$ cat config.mk
export PLATFORM = sky130hd
export DESIGN_NAME = seq_mul_ctrl
export DESIGN_NICKNAME = d
export VERILOG_FILES = /design/src/rtl/seq_mul_pkg.sv /design/src/rtl/seq_mul_ctrl_lat_cnt.sv /design/src/rtl/seq_mul_ctrl.sv
export SDC_FILE = /design/constraint.sdc
export NUM_CORES = 1
export LEC_CHECK = 0
export CORE_UTILIZATION = 43
export DETAILED_ROUTE_END_ITERATION = 12
export PLACE_DENSITY = 0.78
export SYNTH_ARGS = -nofsm -noshare
export SYNTH_HDL_FRONTEND = slang
export SYNTH_SLANG_ARGS = --single-unit
$ cat constraint.sdc
create_clock -name clk -period 2.1 [get_ports clk]
set_input_delay 0.42 -clock clk [delete_from_list [all_inputs] [get_ports clk]]
set_output_delay 0.42 -clock clk [all_outputs]
set_load 0.01 [all_outputs]
$ cat src/rtl/seq_mul_pkg.sv
// -----------------------------------------------------------------------------
// seq_mul_pkg
// Shared definitions for the sequential-multiplier front-end: the controller
// state encoding, operand/product widths and the default multiplier latency.
// -----------------------------------------------------------------------------
package seq_mul_pkg;

    typedef enum logic [1:0] {
        IDLE  = 2'd0,
        START = 2'd1,
        WAIT  = 2'd2,
        DONE  = 2'd3
    } state_e;

    localparam int OPW             = 4;   // operand width
    localparam int PW              = 8;   // full product width, 4x4 -> 8
    localparam int MUL_LAT_DEFAULT = 6;   // seq_mul latency in rising edges

endpackage

$ cat src/rtl/seq_mul_ctrl_lat_cnt.sv
// -----------------------------------------------------------------------------
// lat_cnt
// Loadable down-counter used to time the multiplier latency.
//
// Ports:
//   clk        in   clock, rising edge
//   rst_n      in   asynchronous active-low reset, clears the count
//   load_i     in   load load_val_i this cycle (has priority over dec_i)
//   load_val_i in   W  value to load
//   dec_i      in   decrement by one, saturating at zero
//   cnt_o      out  W  current count
//   zero_o     out  count is zero
// -----------------------------------------------------------------------------
module lat_cnt #(
    parameter int W = 3
) (
    input  logic         clk,
    input  logic         rst_n,
    input  logic         load_i,
    input  logic [W-1:0] load_val_i,
    input  logic         dec_i,
    output logic [W-1:0] cnt_o,
    output logic         zero_o
);

    logic [W-1:0] cnt_q;
    logic [W-1:0] cnt_d;

    always_comb begin
        cnt_d = cnt_q;
        if (load_i) begin
            cnt_d = load_val_i;
        end else if (dec_i && (cnt_q != '0)) begin
            cnt_d = cnt_q - 1'b1;
        end
    end

    always_ff @(posedge clk or negedge rst_n) begin
        if (!rst_n) begin
            cnt_q <= '0;
        end else begin
            cnt_q <= cnt_d;
        end
    end

    assign cnt_o  = cnt_q;
    assign zero_o = (cnt_q == '0);

endmodule

$ cat src/rtl/seq_mul_ctrl.sv
// -----------------------------------------------------------------------------
// seq_mul_ctrl
// Handshake front-end for the 4-bit shift-add sequential multiplier seq_mul.
// Accepts operand pairs over valid/ready, registers them onto mul_a/mul_b,
// issues a one-cycle mul_start, waits MUL_LAT edges, captures mul_op and
// presents the result over valid/ready. A new pair can be accepted in the
// same cycle the previous result is taken, so there is no idle bubble.
//
// Optional feature macro: SEQ_MUL_CTRL_ACC_EN
//   defined   -> ACC_W-bit running sum of products on out_data; in_first
//                restarts the sum with the current product.
//   undefined -> out_data is the 8-bit product; in_first and ACC_W unused.
//
// Ports:
//   clk, rst_n            clock / asynchronous active-low reset
//   in_valid, in_ready    upstream handshake
//   in_a, in_b            operands (4 bit each)
//   in_first              restart accumulation (accumulator builds only)
//   mul_start             single-cycle start pulse to seq_mul
//   mul_a, mul_b          registered operands to seq_mul
//   mul_op                product from seq_mul
//   out_valid, out_ready  downstream handshake
//   out_data              product (8 bit) or running sum (ACC_W bit)
//   busy                  controller not in IDLE
// -----------------------------------------------------------------------------
module seq_mul_ctrl
    import seq_mul_pkg::*;
#(
    parameter int MUL_LAT = MUL_LAT_DEFAULT,
    parameter int ACC_W   = 12
) (
    input  logic             clk,
    input  logic             rst_n,
    input  logic             in_valid,
    output logic             in_ready,
    input  logic [OPW-1:0]   in_a,
    input  logic [OPW-1:0]   in_b,
    input  logic             in_first,
    output logic             mul_start,
    output logic [OPW-1:0]   mul_a,
    output logic [OPW-1:0]   mul_b,
    input  logic [PW-1:0]    mul_op,
    output logic             out_valid,
    input  logic             out_ready,
`ifdef SEQ_MUL_CTRL_ACC_EN
    output logic [ACC_W-1:0] out_data,
`else
    output logic [PW-1:0]    out_data,
`endif
    output logic             busy
);

    // Counter holds values up to MUL_LAT-1.
    localparam int            CW       = $clog2(MUL_LAT);
    localparam logic [CW-1:0] LOAD_VAL = CW'(MUL_LAT - 1);

    state_e           state_q;
    logic [OPW-1:0]   mul_a_q;
    logic [OPW-1:0]   mul_b_q;
    logic             mul_start_q;
    logic             out_valid_q;
    logic             cnt_zero;
    logic [CW-1:0]    cnt_val;

`ifdef SEQ_MUL_CTRL_ACC_EN
    logic             first_q;
    logic [ACC_W-1:0] acc_q;
`else
    logic [PW-1:0]    res_q;
    logic             unused_first;
    logic [ACC_W-1:0] unused_acc_w;
    assign unused_first = in_first;
    assign unused_acc_w = '0;
`endif

    logic             unused_cnt;
    assign unused_cnt = ^cnt_val;

    // In DONE the upstream handshake passes through the downstream one so
    // a result hand-off and a new acceptance can share one edge.
    assign in_ready = (state_q == IDLE) || ((state_q == DONE) && out_ready);

    lat_cnt #(
        .W (CW)
    ) u_lat_cnt (
        .clk        (clk),
        .rst_n      (rst_n),
        .load_i     (state_q == START),
        .load_val_i (LOAD_VAL),
        .dec_i      (state_q == WAIT),
        .cnt_o      (cnt_val),
        .zero_o     (cnt_zero)
    );

    always_ff @(posedge clk or negedge rst_n) begin
        if (!rst_n) begin
            state_q     <= IDLE;
            mul_a_q     <= '0;
            mul_b_q     <= '0;
            mul_start_q <= 1'b0;
            out_valid_q <= 1'b0;
`ifdef SEQ_MUL_CTRL_ACC_EN
            first_q     <= 1'b0;
            acc_q       <= '0;
`else
            res_q       <= '0;
`endif
        end else begin
            case (state_q)
                IDLE: begin
                    if (in_valid) begin
                        mul_a_q     <= in_a;
                        mul_b_q     <= in_b;
`ifdef SEQ_MUL_CTRL_ACC_EN
                        first_q     <= in_first;
`endif
                        mul_start_q <= 1'b1;
                        state_q     <= START;
                    end
                end
                START: begin
                    mul_start_q <= 1'b0;
                    state_q     <= WAIT;
                end
                WAIT: begin
                    if (cnt_zero) begin
`ifdef SEQ_MUL_CTRL_ACC_EN
                        acc_q <= first_q ? ACC_W'(mul_op)
                                         : acc_q + ACC_W'(mul_op);
`else
                        res_q <= mul_op;
`endif
                        out_valid_q <= 1'b1;
                        state_q     <= DONE;
                    end
                end
                DONE: begin
                    if (out_ready) begin
                        out_valid_q <= 1'b0;
                        if (in_valid) begin
                            mul_a_q     <= in_a;
                            mul_b_q     <= in_b;
`ifdef SEQ_MUL_CTRL_ACC_EN
                            first_q     <= in_first;
`endif
                            mul_start_q <= 1'b1;
                            state_q     <= START;
                        end else begin
                            state_q     <= IDLE;
                        end
                    end
                end
                default: begin
                    state_q <= IDLE;
                end
            endcase
        end
    end

    assign mul_start = mul_start_q;
    assign mul_a     = mul_a_q;
    assign mul_b     = mul_b_q;
    assign out_valid = out_valid_q;
    assign busy      = (state_q != IDLE);
`ifdef SEQ_MUL_CTRL_ACC_EN
    assign out_data  = acc_q;
`else
    assign out_data  = res_q;
`endif

endmodule

# Word-level counts from Yosys, hierarchy flattened
# Index checks and enable logic that the tools add are counted.
[totals] elab_cells=49 output_inout_bits=20 input_bits=21 register_bits=23
[classes] n_addsub=1 n_eq_ne=6 n_reduce_logical=16 n_mux=19
[ops] operator="4-bit two-way mux" count=4
[ops] operator="4-bit case mux with 2 select lines" count=2
[ops] operator="2-bit case mux with 4 select lines" count=1
[ops] operator="2-bit nonzero test" count=4
[ops] operator="2-bit two-way mux" count=3
[ops] operator="3-bit two-way mux" count=2
[ops] operator="2-bit != test (second input constant)" count=3
[ops] operator="2-bit AND reduction" count=3
[ops] operator="3-bit AND reduction" count=2
[ops] operator="3-bit nonzero test" count=2
[ops] operator="1-bit two-way mux" count=5
[ops] operator="2-bit == test (second input constant)" count=2
[ops] operator="3-bit logical NOT" count=1
[ops] operator="1-bit case mux with 3 select lines" count=1
[ops] operator="3-bit by 1-bit subtractor with 3-bit output (second input constant)" count=1
[ops] operator="2-bit by 1-bit == test with 1-bit output (second input constant)" count=1
[ops] operator="1-bit logical AND" count=2
[ops] operator="2-bit logical NOT" count=1
[ops] operator="1-bit case mux with 2 select lines" count=1
[ops] operator="1-bit logical OR" count=1

# Longest topological paths before layout
# Gate-level depths: netlist (run 1).
[depth] depth_word=4 depth_mapped=5 depth_no_buf=5

# Modules after synthesis
# A second synthesis (run 1) with hierarchy kept.
[unflattened] hier_cells=86 area_unflattened_um2=1159.9
[modules_own_cells] module="seq_mul_ctrl" seq_area_each_um2=500.5 instances=1 area_per_inst_um2=952.2 cells_per_inst=67
[modules_own_cells] module="lat_cnt" seq_area_each_um2=75.1 instances=1 area_per_inst_um2=207.7 cells_per_inst=19

# Worst setup path before layout (run 1)
# Ideal clock, no wire load.
[synth_path] kind="flip-flop to flip-flop" startpoint="register state_q[0]" endpoint="register state_q[1]" n_path_buf=0 arrival_ps=1406 synth_period_minus_slack_ps=1531 t_required_ps=1975 setup_time_ps=125 setup_slack_ps=569 path_stages_with_launch=6 path_cell_list="dfrtp_1 > inv_1 > ha_1 > inv_2 > o221a_4 > mux2_4"
[synth_via] elab_chain_cells=3 word_cells_on_any_way=9 cone_classes="6 x eq/ne; 1 x mux; 2 x reduce/logical"
[synth_lines] item="start, declared" line="seq_mul_ctrl.sv:57" rtl="state_e state_q;"
[synth_lines] item="start signal, assigned" line="seq_mul_ctrl.sv:97" rtl="state_q <= IDLE;"
[synth_lines] item="start signal, assigned" line="seq_mul_ctrl.sv:118" rtl="state_q <= START;"
[synth_lines] item="start signal, assigned" line="seq_mul_ctrl.sv:123" rtl="state_q <= WAIT;"
[synth_lines] item="2-bit == test / 2-bit logical NOT (equally long branches)" line="seq_mul_ctrl.sv:109" rtl="case (state_q)"
[synth_lines] item="2-bit != test (no source line)"
[synth_lines] item="3-bit AND reduction (no source line)"
# Several ways; a longest one is shown, not always the timed one.
# A chain may end at the register's enable or synchronous reset.

# Worst setup path in the final report (run 1)
[layout_path] startpoint="register state_q[0]" endpoint="output in_ready"
[layout_via] elab_chain_cells=3 word_cells_on_any_way=4 cone_classes="1 x eq/ne; 3 x reduce/logical"
[layout_lines] item="2-bit == test" line="seq_mul_ctrl.sv:81" rtl="assign in_ready = (state_q == IDLE) || ((state_q == DONE) && out_ready);"
[layout_lines] item="1-bit logical AND" line="seq_mul_ctrl.sv:81"
[layout_lines] item="1-bit logical OR *" line="seq_mul_ctrl.sv:81"
[layout_lines] item="end, declared" line="seq_mul_ctrl.sv:35" rtl="output logic in_ready,"
# Mark *: on every way between the ends. The rest lies on a longest branch, timed or not.

==> results of run 1 <==
==> final cells by class <==
type                            instances  area (um^2)
Clock buffer                            4         26.3
Fill cell                             180          717
Inverter                                6         22.5
Multi-Input combinational cell         51          505
Sequential cell                        23          576
Tap cell                               28         35.0
Timing Repair Buffer                   45          437
==> stage by stage <==
stage,area (um^2),utilization
after floorplan,1100,-
after global placement,1540,0.666
after detailed placement,1540,0.666
after CTS,1580,0.683
after global routing,1600,0.691
final,1600,0.691
==> worst register-to-register path, stage by stage (launching register included) <==
cell and delay, ns:
dfrtp_1 0.42, buf_4 0.15, buf_4 0.12, buf_4 0.13, ha_1 0.27, inv_2 0.14, o221a_4 0.22, mux2_4 0.29
==> cells in the final DEF (no fill, tap or decap), types with 2 or more instances in the layout <==
cell	count
a21oi_1	4
a31oi_1	4
and3_1	2
buf_4	6
clkbuf_4	3
clkdlybuf4s50_1	37
dfrtp_1	23
ha_1	7
inv_1	4
inv_2	2
mux2_2	8
mux2_4	10
nand2_1	2
nand2b_1	2
or3_1	2
==> flip-flops by register name, summed over array words and instances (netlist names) <==
signal           flops
mul_b                4
u_lat_cnt.cnt_o      3
mul_a                4
state_q              2
mul_start            1
out_valid            1
out_data             8
==> metal layers <==
| metal | track usage | wire (um) | up-vias |
|---|---|---|---|
| li1 | - | - | 380 |
| met1 | 0.188 | 919 | 377 |
| met2 | 0.325 | 1230 | 22 |
| met3 | 0.0551 | 105 | 2 |
| met4 | 0.0833 | 16 | 0 |
| met5 | 0 | 0 | - |
==> path summary, 6_finish.rpt <==
| kind | to | start | cells after the start |
|---|---|---|---|
| setup / recovery | in_ready | state_q[0] | 5 |
| hold / removal | mul_a[2] | rst_n | 2 |
| setup reg to reg | state_q[1] | state_q[1] | 7 |
| hold reg to reg | out_data[4] | out_data[4] | 1 |
| max in group asynchronous | u_lat_cnt.cnt_o[1] | rst_n | 2 |
| min in group clk | out_data[4] | out_data[4] | 1 |
==> cell families after synthesis <==
logic type,Yosys count,share of synthesized area
AOI/OAI and AO/OA,12,0.0771
adders and majority gates,7,0.0794
buffers and inverters,6,0.0204
DFF,23,0.522
muxes,19,0.227
and+or+nand+nor,13,0.0748
==> power breakdown <==
part	internal [uW]	switching [uW]	leakage, uW
Sequential	661	121	0.000270
Clock	74.0	120	0.0000150
Combinational	812	519	0.000457
Total	1550	761	0.000741
==> timing repair <==
item,4_1_cts,5_1_grt
resized for setup,2,1
buffers inserted,2,2
hold buffers,0,0
setup endpoints to repair,2,1
pin swaps,0,0
==> impl_metrics.py, run 1 <==
metrics = {
    "outcome": {
        "status": "completed",
    },
    "cts": {
        "numCtsBuffers": 3,
        "numClockSinks": 23,
        "clk_latency_ns": 0.30,
        "cts_max_level": 1,
        "cts_root_buf": "clkbuf_4",
        "cts_max_path_buffers": 2,
        "clk_transition_reported_paths_ns": 0.12,
        "cts_tree": "done",
    },
    "grt": {
        "grt_pass1_wl_mm": 3.46,
        "antenna_found_initial": 0,
        "grt_max_degree": 24,
        "grt_pass1_vias": 783,
        "grt.total_usage": 0.180,
        "overflow": 0,
    },
    "synth": {
        "syn-num-nets": 108,
        "ys_types": 22,
        "synthFlopType": "dfrtp_1",
        "synth.avg_cell_area_um2": 13.8,
        "yosysTopAreaCellShare": 0.522,
        "synth-seq-cells": 23,
        "syn_area_um2": 1100,
        "synth_most_common_cell": "dfrtp_1",
        "synth_edf_count": 0,
        "syn_inst": 80,
        "ys_warn_count": 0,
        "synth_commonest_cells": "dfrtp_1 (23), mux2_4 (10), mux2_2 (8)",
        "seq_area_frac_synth": 0.522,
        "synth_area_leaders": "dfrtp_1 (52%), mux2_4 (14%), mux2_2 (8.2%)",
        "yosysTopAreaCell": "dfrtp_1",
        "async_flop_share": 1.00,
    },
    "timing": {
        "rsz0062_at_grt": "false",
        "final_max_slew_viol_count": 0,
        "finClkSkew_ns": 0.00413,
        "setup_tns_ns": 0,
        "setup_viol": 0,
        "max_freq_mhz": 507,
        "hold_slack_ns": 0.445,
        "fin_ws_ns": 0.128,
        "fin_crit_sh": 0.939,
        "finalCriticalPeriod_ns": 1.97,
        "worstMarginPinSlew_ns": 0.274,
        "hold_viol": 0,
        "slew_headroom": 0.817,
    },
    "placement": {
        "hpwl_mm": 1.72,
        "gp_congestion": 0.734,
        "dp_cells": 149,
        "dp_slack_ns": 0.115,
        "numPortBuffers": 39,
    },
    "hold_path": {
        "hp-class": "in2async",
    },
    "critical_path": {
        "worst-path-buf-inv": 2,
        "rrSetupSlack_ns": 0.26,
        "path_max_fanout": 5,
        "cpMostUsedCell": "nand2_1",
        "worst_ep_arrival_time_ns": 1.55,
        "slowest_stage": "dfrtp_1",
        "critPathLaunchType": "register",
        "path_delay_family": "buffers and inverters",
        "cp.required_ns": 1.68,
        "slowest_delay_ns": 0.42,
        "endpoint_kind": "output pin",
        "worstSetupPathType": "reg2out",
        "crit_chain": "buf_4, ha_1, nand2_1, nand2_1, dlygate4sd2_1",
    },
    "layout": {
        "areaGrowthSynthToFinish_pct": 45.1,
        "nNetsFinal": 158,
        "drive_above_1_share": 0.256,
        "stdcell_count": 157,
        "num_antenna_cells": 0,
    },
    "floorplan": {
        "dieArea_um2": 2770,
        "start_util": 0.476,
        "ios": 41,
        "core_area_um2": 2320,
        "row_count": 17,
        "die_h_um": 52.7,
        "fp.dieW_um": 52.7,
    },
    "power_and_ir_drop": {
        "leakage_uw": 0.000741,
        "total_power_uw": 2310,
        "ir_drop_mv": 0.893,
        "power_density_nw_per_um2": 1440,
    },
    "route": {
        "routed_wl_mm": 2.27,
        "via_count": 781,
        "dr.pass1.iters": 1,
        "drt-vias-per-instance": 4.97,
        "drc": 0,
        "routedWlPerCell_um": 14.4,
        "drtIter0Drc": 0,
        "ant_nets": 0,
    },
    "run": {
        "max-cap-violations": 0,
    },
}
No activity file was read; power rests on OpenSTA's default activity.
==> inputs of run 2 (changes only) <==
CORE_ASPECT_RATIO = 1.2   (was not set)
==> run 2 against run 1 <==
Final cell count rose by 2.5%. Non-clock buffer count rose by 1. Largest power group unchanged. Clock skew shrank 0.0017 ns. Setup slack gained 0.028 ns. Total power up 0.33%. Combinational power about the same. Sequential power shrank 0.9%. Utilization is 0.55 points lower. Clock power hardly changed. Die area barely moved.
==> impl_metrics.py, run 2 (synthesis gave the netlist of run 1 again) <==
metrics = {
    "route": {
        "dr.pass1.iters": 4,
        "via_count": 801,
        "routed_wl_mm": 2.20,
        "drt-vias-per-instance": 4.98,
        "ant_nets": 0,
        "drc": 0,
        "routedWlPerCell_um": 13.6,
        "drtIter0Drc": 6,
    },
    "cts": {
        "cts_tree": "done",
        "cts_max_path_buffers": 2,
        "numCtsBuffers": 3,
        "numClockSinks": 23,
        "cts_max_level": 1,
        "ctsHoldBuffers": 0,
        "clk_latency_ns": 0.30,
        "clk_transition_reported_paths_ns": 0.11,
        "cts_root_buf": "clkbuf_4",
    },
    "layout": {
        "register_area_um2": 576,
        "multi_input_area_um2": 505,
        "areaGrowthSynthToFinish_pct": 46.1,
        "num_antenna_cells": 0,
        "drive_above_1_share": 0.262,
        "final_util": 0.685,
        "final_cell_mix": "clkdlybuf4s50_1 (37), dfrtp_1 (23), mux2_4 (10), mux2_2 (8)",
        "final_common_cell": "clkdlybuf4s50_1",
        "largest_reg_flops": 8,
        "fillers": 169,
        "nNetsFinal": 159,
        "final_area_um2": 1610,
    },
    "critical_path": {
        "cp.required_ns": 1.68,
        "path_max_fanout": 5,
        "worst_ep_arrival_time_ns": 1.52,
        "endpoint_kind": "output pin",
        "worst-r2r-cell-count": 5,
        "r2r_end": "mul_b[3]",
        "r2r_start": "state_q[0]",
        "rrSetupSlack_ns": 0.37,
        "critPathLaunchType": "register",
        "worstSetupPathType": "reg2out",
    },
    "grt": {
        "antenna_found_initial": 0,
        "grt_pass1_vias": 824,
        "grt.total_usage": 0.186,
        "grt_use_met3": 0.0285,
        "grt_pass1_wl_mm": 3.68,
        "top_usage_layer": "met2",
        "grt_max_degree": 24,
        "use_met2": 0.316,
        "overflow": 0,
        "grt.met1_usage": 0.223,
    },
    "floorplan": {
        "ios": 41,
        "row_count": 19,
        "dieArea_um2": 2770,
        "fp.dieW_um": 48.2,
        "core_area_um2": 2350,
        "start_util": 0.469,
        "die_h_um": 57.5,
    },
    "timing": {
        "slew_headroom": 0.812,
        "max_freq_mhz": 514,
        "rsz0062_at_grt": "false",
        "setup_tns_ns": 0,
        "hold_slack_ns": 0.444,
        "worstMarginPinSlew_ns": 0.282,
        "setup_viol": 0,
        "final_max_slew_viol_count": 0,
        "fin_crit_sh": 0.926,
        "hold_viol": 0,
        "finClkSkew_ns": 0.00246,
        "finalCriticalPeriod_ns": 1.94,
    },
    "power_and_ir_drop": {
        "power_density_nw_per_um2": 1440,
        "ir_drop_mv": 0.905,
        "leakage_uw": 0.000746,
    },
    "outcome": {
        "status": "completed",
    },
    "run": {
        "max-cap-violations": 0,
    },
    "placement": {
        "gp_congestion": 0.707,
        "hpwl_mm": 1.64,
        "numPortBuffers": 39,
        "place_area_um2": 1550,
    },
    "hold_path": {
        "hp-class": "in2async",
    },
}
[run 2: changes by cell type in the layout (fill, tap and decap cells not counted)]
| cell | previous run | this run |
|---|---|---|
| buf_4 | 6 | 7 |
[run 2: worst max-delay path by stage]
stage | start | cells past startpoint | end | slack (ns)
floorplan | state_q[0] | 5 | state_q[1] | 0.57
CTS | state_q[0] | 4 | busy | 0.03
global placement | out_ready | 4 | in_ready | 0.14
global route | state_q[0] | 5 | in_ready | 0.1
finish | state_q[0] | 5 | in_ready | 0.16
detailed placement | out_ready | 4 | in_ready | 0.14
[run 2: layout make-up]
class | instances | area share
tap | 31 | 0.0240
sequential | 23 | 0.357
timing repair buffer | 46 | 0.275
multi-input combinational | 51 | 0.313
clock buffer | 4 | 0.0163
inverter | 6 | 0.0140
[run 2: repair_timing]
action | 4_1_cts | 5_1_grt
resized for setup | 2 | 1
cloned | 0 | 0
setup endpoints to repair | 2 | 1
pin swaps | 0 | 0
buffers inserted | 4 | 1
endpoints found under the hold margin | 0 | 0
[run 2: power by group]
part           leakage (uW)  internal [uW]  switching [uW]
logic              0.000461            822             524
registers          0.000270            661             114
clock network     0.0000150           74.1             121
total              0.000746           1560             759
[run 2: layer usage]
| metal | up-vias | wire length, um |
|---|---|---|
| met1 | 390 | 914 |
| met5 | - | 0 |
| met4 | 0 | 36 |
| li1 | 381 | - |
| met2 | 25 | 1160 |
| met3 | 5 | 85 |
[run 2: critical path, cell delays in order (launching register included)]
cell and delay [ns]:
dfrtp_1 0.42, buf_4 0.15, ha_1 0.25, nand2_1 0.08, nand2_1 0.05, dlygate4sd2_1 0.28
[run 2: metrics by stage]
step	instances	setup WS, ns	total power [uW]
2_1_floorplan	80	0.569	1500
3_3_place_gp	152	0.144	2030
3_5_place_dp	152	0.145	2070
4_1_cts	160	0.0273	2330
5_1_grt	161	0.0970	2490
6_report	161	0.156	2320
